`src/rtl/mp_add_pkg.sv`:
```
// rtl/mp_add_pkg.sv - shared types for the multi-word add sequencer
//
// Purpose: sequencer FSM state encoding shared by the sequencer and its bench.
// Ports: none (package).
package mp_add_pkg;

  typedef enum logic [1:0] {
    IDLE  = 2'd0,
    RUN   = 2'd1,
    DRAIN = 2'd2
  } state_t;

endpackage

```
`src/rtl/mp_add_seq_if.sv`:
```
// rtl/mp_add_seq_if.sv - control, operand stream and sum stream bundle
//
// Purpose: groups the sequencer's control, input word stream and output word
//          stream so the top and its driver connect through modports.
// Signals:
//   start, carry_init         control into the sequencer
//   in_valid/in_ready         operand handshake, a_word/b_word payload
//   out_valid/out_ready       sum handshake, sum_word/out_last payload
//   carry_out, busy, done     status out of the sequencer
// Modports: master = driver side, slave = sequencer side.
interface mp_add_seq_if #(
  parameter int BIT_WIDTH = 8
);

  logic                 start;
  logic                 carry_init;
  logic                 in_valid;
  logic                 in_ready;
  logic [BIT_WIDTH-1:0] a_word;
  logic [BIT_WIDTH-1:0] b_word;
  logic                 out_valid;
  logic                 out_ready;
  logic [BIT_WIDTH-1:0] sum_word;
  logic                 out_last;
  logic                 carry_out;
  logic                 busy;
  logic                 done;

  modport master (
    output start, carry_init, in_valid, a_word, b_word, out_ready,
    input  in_ready, out_valid, sum_word, out_last, carry_out, busy, done
  );

  modport slave (
    input  start, carry_init, in_valid, a_word, b_word, out_ready,
    output in_ready, out_valid, sum_word, out_last, carry_out, busy, done
  );

endinterface

```
`src/rtl/adder_nbit.sv`:
```
// rtl/adder_nbit.sv - combinational BIT_WIDTH adder with carry in/out
//
// Purpose: unsigned sum = a + b + cin modulo 2^BIT_WIDTH, cout = overflow.
// Ports:
//   a, b   in  BIT_WIDTH  operands
//   cin    in  1          carry in
//   sum    out BIT_WIDTH  sum word
//   cout   out 1          carry out
module adder_nbit #(
  parameter int BIT_WIDTH = 8
) (
  input  logic [BIT_WIDTH-1:0] a,
  input  logic [BIT_WIDTH-1:0] b,
  input  logic                 cin,
  output logic [BIT_WIDTH-1:0] sum,
  output logic                 cout
);

  assign {cout, sum} = {1'b0, a} + {1'b0, b} + {{BIT_WIDTH{1'b0}}, cin};

endmodule

```
`src/rtl/mp_add_seq.sv`:
```
// rtl/mp_add_seq.sv - multi-word add sequencer around one shared adder
//
// Purpose: adds two NUM_WORDS*BIT_WIDTH operands presented LSW first, one word
//          pair per accepted beat, chaining the carry through a register and
//          streaming registered sum words out with backpressure.
// Ports:
//   clk  in  1  system clock, rising edge
//   rst  in  1  synchronous active-high reset
//   bus  mp_add_seq_if.slave  control, operand stream, sum stream, status
module mp_add_seq
  import mp_add_pkg::*;
#(
  parameter int  BIT_WIDTH = 8,
  parameter int  NUM_WORDS = 4,
  localparam int CNT_W     = $clog2(NUM_WORDS + 1)
) (
  input logic        clk,
  input logic        rst,
  mp_add_seq_if.slave bus
);

  localparam logic [CNT_W-1:0] LAST_IDX = CNT_W'(NUM_WORDS - 1);

  state_t               state;
  state_t               state_next;
  logic [CNT_W-1:0]     count;
  logic                 carry_reg;
  logic [BIT_WIDTH-1:0] sum_q;
  logic                 out_valid_q;
  logic                 out_last_q;
  logic                 carry_out_q;
  logic                 done_q;
  logic [BIT_WIDTH-1:0] add_sum;
  logic                 add_ovf;
  logic                 in_ready;
  logic                 accept;
  logic                 out_fire;

  adder_nbit #(.BIT_WIDTH(BIT_WIDTH)) u_adder (
    .a    (bus.a_word),
    .b    (bus.b_word),
    .cin  (carry_reg),
    .sum  (add_sum),
    .cout (add_ovf)
  );

  // Single output register: a new word may enter only if the slot is empty
  // or is being emptied this very cycle.
  assign in_ready = (state == RUN) && (!out_valid_q || bus.out_ready);
  assign accept   = bus.in_valid && in_ready;
  assign out_fire = out_valid_q && bus.out_ready;

  always_ff @(posedge clk) begin
    if (rst) state <= IDLE;
    else     state <= state_next;
  end

  always_comb begin
    state_next = state;
    case (state)
      IDLE:    if (bus.start) state_next = RUN;
      RUN:     if (accept && (count == LAST_IDX)) state_next = DRAIN;
      DRAIN:   if (out_fire && out_last_q) state_next = IDLE;
      default: state_next = IDLE;
    endcase
  end

  always_ff @(posedge clk) begin
    if (rst) begin
      count       <= '0;
      carry_reg   <= 1'b0;
      sum_q       <= '0;
      out_valid_q <= 1'b0;
      out_last_q  <= 1'b0;
      carry_out_q <= 1'b0;
      done_q      <= 1'b0;
    end else begin
      done_q <= 1'b0;
      case (state)
        IDLE: begin
          if (bus.start) begin
            carry_reg   <= bus.carry_init;
            count       <= '0;
            carry_out_q <= 1'b0;
          end
        end
        RUN: begin
          if (accept) begin
            sum_q       <= add_sum;
            carry_reg   <= add_ovf;
            out_valid_q <= 1'b1;
            out_last_q  <= (count == LAST_IDX);
            count       <= count + CNT_W'(1);
          end else if (out_fire) begin
            out_valid_q <= 1'b0;
          end
        end
        DRAIN: begin
          // Only the last word can be pending here; its hand-off ends the op.
          if (out_fire && out_last_q) begin
            out_valid_q <= 1'b0;
            out_last_q  <= 1'b0;
            carry_out_q <= carry_reg;
            done_q      <= 1'b1;
          end
        end
        default: ;
      endcase
    end
  end

  assign bus.in_ready  = in_ready;
  assign bus.out_valid = out_valid_q;
  assign bus.sum_word  = sum_q;
  assign bus.out_last  = out_last_q;
  assign bus.carry_out = carry_out_q;
  assign bus.busy      = (state != IDLE);
  assign bus.done      = done_q;

endmodule
```
`src/flat_wrapper.sv`:
```
// flat-port wrapper written by rule: the top's interface ports become plain ports
module mp_add_seq_flat import mp_add_pkg::*;
#(
  parameter int  BIT_WIDTH = 8,
  parameter int  NUM_WORDS = 4,
  localparam int CNT_W     = $clog2(NUM_WORDS + 1)
)
  (clk, rst, bus_start, bus_carry_init, bus_in_valid, bus_a_word, bus_b_word, bus_out_ready, bus_in_ready, bus_out_valid, bus_sum_word, bus_out_last, bus_carry_out, bus_busy, bus_done);
  mp_add_seq_if #(.BIT_WIDTH(BIT_WIDTH)) bus_i ();
  input logic clk;
  input logic rst;
  input wire logic [$bits(bus_i.start)-1:0] bus_start;
  input wire logic [$bits(bus_i.carry_init)-1:0] bus_carry_init;
  input wire logic [$bits(bus_i.in_valid)-1:0] bus_in_valid;
  input wire logic [$bits(bus_i.a_word)-1:0] bus_a_word;
  input wire logic [$bits(bus_i.b_word)-1:0] bus_b_word;
  input wire logic [$bits(bus_i.out_ready)-1:0] bus_out_ready;
  output wire logic [$bits(bus_i.in_ready)-1:0] bus_in_ready;
  output wire logic [$bits(bus_i.out_valid)-1:0] bus_out_valid;
  output wire logic [$bits(bus_i.sum_word)-1:0] bus_sum_word;
  output wire logic [$bits(bus_i.out_last)-1:0] bus_out_last;
  output wire logic [$bits(bus_i.carry_out)-1:0] bus_carry_out;
  output wire logic [$bits(bus_i.busy)-1:0] bus_busy;
  output wire logic [$bits(bus_i.done)-1:0] bus_done;
  assign bus_i.start = bus_start;
  assign bus_i.carry_init = bus_carry_init;
  assign bus_i.in_valid = bus_in_valid;
  assign bus_i.a_word = bus_a_word;
  assign bus_i.b_word = bus_b_word;
  assign bus_i.out_ready = bus_out_ready;
  assign bus_in_ready = bus_i.in_ready;
  assign bus_out_valid = bus_i.out_valid;
  assign bus_sum_word = bus_i.sum_word;
  assign bus_out_last = bus_i.out_last;
  assign bus_carry_out = bus_i.carry_out;
  assign bus_busy = bus_i.busy;
  assign bus_done = bus_i.done;
  mp_add_seq #(.BIT_WIDTH(BIT_WIDTH), .NUM_WORDS(NUM_WORDS)) u_core (.clk(clk), .rst(rst), .bus(bus_i));
endmodule
```
`config.mk`:
```
export PLATFORM = sky130hd
export DESIGN_NAME = mp_add_seq_flat
export DESIGN_NICKNAME = d
export VERILOG_FILES = /design/src/rtl/mp_add_pkg.sv /design/src/rtl/mp_add_seq_if.sv /design/src/rtl/adder_nbit.sv /design/src/rtl/mp_add_seq.sv /design/src/flat_wrapper.sv
export SDC_FILE = /design/constraint.sdc
export NUM_CORES = 1
export LEC_CHECK = 0
export CAP_MARGIN = 25
export CORE_MARGIN = 1
export CORE_UTILIZATION = 43
export CTS_BUF_LIST = sky130_fd_sc_hd__clkbuf_2 sky130_fd_sc_hd__clkbuf_4 sky130_fd_sc_hd__clkbuf_8
export CTS_CLUSTER_SIZE = 30
export DETAILED_ROUTE_END_ITERATION = 10
export GPL_TIMING_DRIVEN = 0
export MAX_ROUTING_LAYER = met4
export PLACE_DENSITY = 0.87
export SLEW_MARGIN = 0
export SYNTH_ARGS = -nofsm -noshare
export SYNTH_HDL_FRONTEND = slang
export SYNTH_HIERARCHICAL = 1
export SYNTH_SLANG_ARGS = --single-unit
```
`constraint.sdc`:
```
create_clock -name clk -period 2.3 [get_ports clk]
set_clock_uncertainty 0.15 [all_clocks]
set_input_delay 0.46 -clock clk [delete_from_list [all_inputs] [get_ports clk]]
set_output_delay 0.46 -clock clk [all_outputs]
set_load 0.1 [all_outputs]
```
# Yosys cells after proc, flatten, opt, wreduce, memory -nomap -nowiden
# Index checks and enable logic that the tools add are counted.
word_totals:
  regBits: 18
  in_bits: 22
  word_cells: 59
op_classes:
  n_addsub: 3
  eq_ne: 8
  muxes: 20
  bitwise: 1
  reduce_logical: 19
ops:
  columns: ["operator", "count"]
  rows:
  - ["AND reduction 3 bit", 5]
  - ["adder 8 x 8 -> 9 bit", 1]
  - ["adder 9 x 1 -> 9 bit", 1]
  - ["two-way mux 1 bit", 9]
  - ["case mux 1 bit (2 select lines)", 4]
  - ["nonzero test 2 bit", 4]
  - ["two-way mux 2 bit", 3]
  - ["two-way mux 3 bit", 2]
  - ["case mux 2 bit (3 select lines)", 1]
  - ["case mux 3 bit (2 select lines)", 1]
  - ["logical AND 1 bit", 5]
  - ["!= test 2 x 1 -> 1 bit (second input constant)", 2]
  - ["!= test 2 bit (second input constant)", 2]
  - ["adder 3 x 1 -> 3 bit (second input constant)", 1]
  - ["equality test 3 x 2 -> 1 bit (second input constant)", 1]
  - ["!= test 3 x 1 -> 1 bit (second input constant)", 1]
  - ["equality test 2 x 1 -> 1 bit (second input constant)", 1]
  - ["equality test 2 bit (second input constant)", 1]
  - ["logical NOT 2 bit", 1]
  - ["AND reduction 2 bit", 1]
  - ["OR reduction 2 bit", 1]
  - ["logical NOT 1 bit", 1]
  - ["logical OR 1 bit", 1]
  - ["inverter 1 bit", 1]

# Longest topological paths before layout
logic_depth:
  word_depth: 7
  depth_mapped: 8
  mapped_depth_nobuf: 8

# Cells and area by module
# Netlist, hierarchy kept.
modules_own_cells:
  columns: ["module", "instances", "cells_each", "area_each_um2", "seq_area_each_um2"]
  rows:
  - ["mp_add_seq", 1, 89, 845.8, 360.3]
  - ["adder_nbit", 1, 40, 331.6, 0.0]

# Worst setup path before layout
# Ideal clock, no wire load.
synth_path:
  path_type: "input to register"
  from: "input bus_a_word[0]"
  to: "register u_core.carry_reg"
  arrival_ps: 2158
  path_slack_ps: -131
  path_stages: 8
  n_path_buf: 0
  path_cell_list: "fa_1 > fa_1 > a21oi_1 > o21a_1 > o21ai_0 > mux2i_1 > nor2_1 > mux2_1"
synth_between:
  elab_chain_cells: 4
synth_rtl:
  columns: ["element", "line_no", "text"]
  rows:
  - ["from (decl)", "flat_wrapper.sv:15", "input wire logic [$bits(bus_i.a_word)-1:0] bus_a_word;"]
  - ["adder 8 x 8 -> 9 bit", "adder_nbit.sv:19", "assign {cout, sum} = {1'b0, a} + {1'b0, b} + {{BIT_WIDTH{1'b0}}, cin};"]
  - ["adder 9 x 1 -> 9 bit", "adder_nbit.sv:19", null]
  - ["via u_core.add_ovf", "mp_add_seq.sv:34", "logic add_ovf;"]
  - ["two-way mux 1 bit", "mp_add_seq.sv:88", "if (accept) begin"]
  - ["case mux 1 bit (2 select lines)", "mp_add_seq.sv:79", "case (state)"]
  - ["to (signal assigned)", "mp_add_seq.sv:82", "carry_reg <= bus.carry_init;"]
  - ["to (signal assigned)", "mp_add_seq.sv:90", "carry_reg <= add_ovf;"]
  - ["to (decl)", "mp_add_seq.sv:27", "logic carry_reg;"]
# The timed path passes the listed nets, and every way through them passes these cells. The select of a mux whose other input is x is not followed.
# A chain may end at the register's enable or synchronous reset.

# Worst setup path in the final report
layout_path:
  from: "register u_core.carry_reg"
  to: "register u_core.carry_reg"
layout_between:
  elab_chain_cells: 3
layout_rtl:
  columns: ["element", "line_no"]
  rows:
  - ["adder 9 x 1 -> 9 bit", "adder_nbit.sv:19"]
  - ["via u_core.add_ovf", "mp_add_seq.sv:34"]
  - ["two-way mux 1 bit", "mp_add_seq.sv:88"]
  - ["case mux 1 bit (2 select lines)", "mp_add_seq.sv:79"]
# The timed path passes the listed nets, and every way through them passes these cells. The select of a mux whose other input is x is not followed.

==> results <==
==> layer usage <==
| layer | track usage [%] | up-vias | wire length, microns |
|---|---|---|---|
| met5 | - | - | 0 |
| met4 | 5.56 | 0 | 19 |
| met3 | 5.28 | 2 | 155 |
| met2 | 36.4 | 37 | 1380 |
| met1 | 21.5 | 491 | 1100 |
| li1 | - | 540 | - |
==> worst max-delay path: cells and delay by family, from the launching register on <==
kind	cells	cell delay, ps
AOI/OAI and AO/OA	3	410
adders and majority gates	2	780
DFF	1	350
muxes	2	400
and+or+nand+nor	1	60
==> logic make-up (layout without fill, tap and decap cells) <==
logic type | count (synthesis) | in the layout | synth area share (%)
multiplexers | 11 | 11 | 9.46
flip-flops | 18 | 18 | 30.6
AND/OR/NAND/NOR | 42 | 42 | 19.7
adder cells (fa/ha/maj) | 11 | 11 | 13.0
AO/OA/AOI/OAI | 30 | 30 | 17.9
buffers and inverters | 13 | 52 | 6.48
XOR/XNOR | 4 | 4 | 2.98
==> through the flow <==
stage / instance area (sq um) / total power, mW
finish: 1610 / 0.875
global route: 1610 / 0.919
CTS: 1600 / 0.874
detailed placement: 1560 / 0.675
global placement: 1560 / 0.665
floorplan: 1190 / 0.582
==> cell usage after synthesis (2+ instances only) <==
| cell type | instances |
|---|---|
| inv_1 | 6 |
| o211ai_1 | 2 |
| fa_1 | 2 |
| nand2b_1 | 2 |
| a32oi_1 | 2 |
| mux2i_1 | 10 |
| nor2_1 | 11 |
| nor2b_1 | 3 |
| a311o_1 | 2 |
| a21oi_1 | 10 |
| a21o_1 | 2 |
| nand2_1 | 8 |
| xor2_1 | 2 |
| nor3_1 | 3 |
| dfxtp_1 | 18 |
| ha_1 | 9 |
| o21a_1 | 2 |
| xnor2_1 | 2 |
| clkbuf_1 | 3 |
| nand3_1 | 3 |
==> final cells by class <==
type	count	area, sq um
Fill cell	226	915
Multi-Input combinational cell	98	777
Sequential cell	18	362
Timing Repair Buffer	35	319
Buffer	6	50.0
Tap cell	30	37.5
Clock buffer	4	36.3
Inverter	7	26.3
==> power breakdown <==
group / internal [mW] / switching, mW
Clock: 0.0967 / 0.105
Combinational: 0.132 / 0.204
Sequential: 0.327 / 0.0106
==> path summary, 6_finish.rpt <==
| path | start | endpoint | cells past startpoint | slack (ps) |
|---|---|---|---|---|
| min | u_core/count[1] | u_core/count[1] | 2 | 340 |
| max | u_core/carry_reg | u_core/carry_reg | 8 | 50 |
| max reg2reg | u_core/carry_reg | u_core/carry_reg | 8 | 50 |
| min reg2reg | u_core/count[1] | u_core/count[1] | 2 | 340 |
==> repair_timing <==
action	in CTS	in global routing
setup buffers	1	0
setup endpoints to repair	17	3
resized for setup	29	8
pin swaps	5	6
==> flow_summary.yaml <==
die:
  die_x_microns: 54.3
  core_sq_mm: 0.00252
  die_y_microns: 54.3
  die-area_sq_mm: 0.00295
  start_util_pct: 46.7
  ios: 36
  rows: 18
cts:
  cts_hold_buf: 0
  clk_latency_ps: 300
  clockBufferDepth: 2
  root_buffer: "clkbuf_4"
  htreeDepth: 1
  cts_sinks: 18
  tritoncts: "done"
  cts_buffers: 3
  clkTransAtPathRegs_ps: 100
power:
  power_density_mw_per_mm2: 544
  p_leak_nw: 0.677
  max-vdd-ir-drop_v: 0.000445
critical_path:
  critical_path_peak_fanout: 3
  path_cells: "fa_2 > fa_2 > a21oi_4 > o21a_1 > o21ai_1 > mux2i_1 > nor2_1 > mux2_4"
  crit_arrival_ps: 2300
  crit_path_start_kind: "flip-flop"
  criticalPathCategory: "reg -> reg"
  timing.critical_path.to_type: "flip-flop"
  required_ps: 2350
  cp_slowest_stage_delay_ps: 410
  critPathSlowestCell: "fa_2"
  crit_path_frequent_cell: "fa_2"
logic_synthesis:
  ys_types: 47
  syn-num-nets: 162
  ys.flop_type: "dfxtp_1"
  netlist.area_leader.share_pct: 30.6
  async_flop_share_pct: 0
  synth_edf_count: 0
  synth_area_sq_mm: 0.00118
  synth_area_leaders: "dfxtp_1 (31%), ha_1 (9.6%), mux2i_1 (8.5%)"
  ys_warn_count: 6
  synth_top_cell_by_area: "dfxtp_1"
  synth_cells: 129
  avgSynthCellArea_sq_um: 9.13
  ys_ff_latch: 18
  synth_seq_area_share_pct: 30.6
layout:
  layout-drive-gt1-share_pct: 17.3
  final_util_pct: 63.7
  final_cells: 198
  area_growth_pct: 36.6
  diodes: 0
  largest_reg_flops: 8
  nets: 202
  final_common_cell: "clkdlybuf4s50_1"
  final_cell_mix: "clkdlybuf4s50_1 (18), dfxtp_1 (17), dlygate4sd2_1 (11), nor2_1 (11), mux2i_1 (10)"
place:
  io_buffers: 34
  dpl.cell_count: 193
  dp_hpwl_microns: 2050
  gp_congestion: 0.766
  pre_cts_slack_ps: -727
timing:
  fin_setup_tns_ps: 0
  fin_crit_ps: 2250
  setup_viol: 0
  hold-worst-slack_ps: 341
  maxSlewHeadroom_pct: 35.9
  rsz0062_at_grt: "yes"
  worst_slew_pin_slew_ps: 966
  max_freq_ghz: 0.445
  setup_slack_ps: 52.1
  finalHoldViolations: 0
  slew_viol_final: 0
  fin_crit_sh_pct: 97.7
outcome:
  status: "finished clean"
route:
  vias: 1070
  ant_nets: 0
  routed_wl_microns: 2660
  routedWlPerCell_microns: 13.4
  drt_iter0_markers: 17
  drtPass1Iterations: 4
  routed_via_density: 5.40
  drc: 0
grt:
  track_usage_pct: 20.1
  overflow: 0
  grt_pass1_vias: 1027
  grt_pass1_wl_microns: 4190
  antenna_found_initial: 0
  grt_max_degree: 11
job:
  maxCapViolCount: 0
hold_path:
  hold_path_class: "reg -> reg"
(Power assumes the default switching activity.)
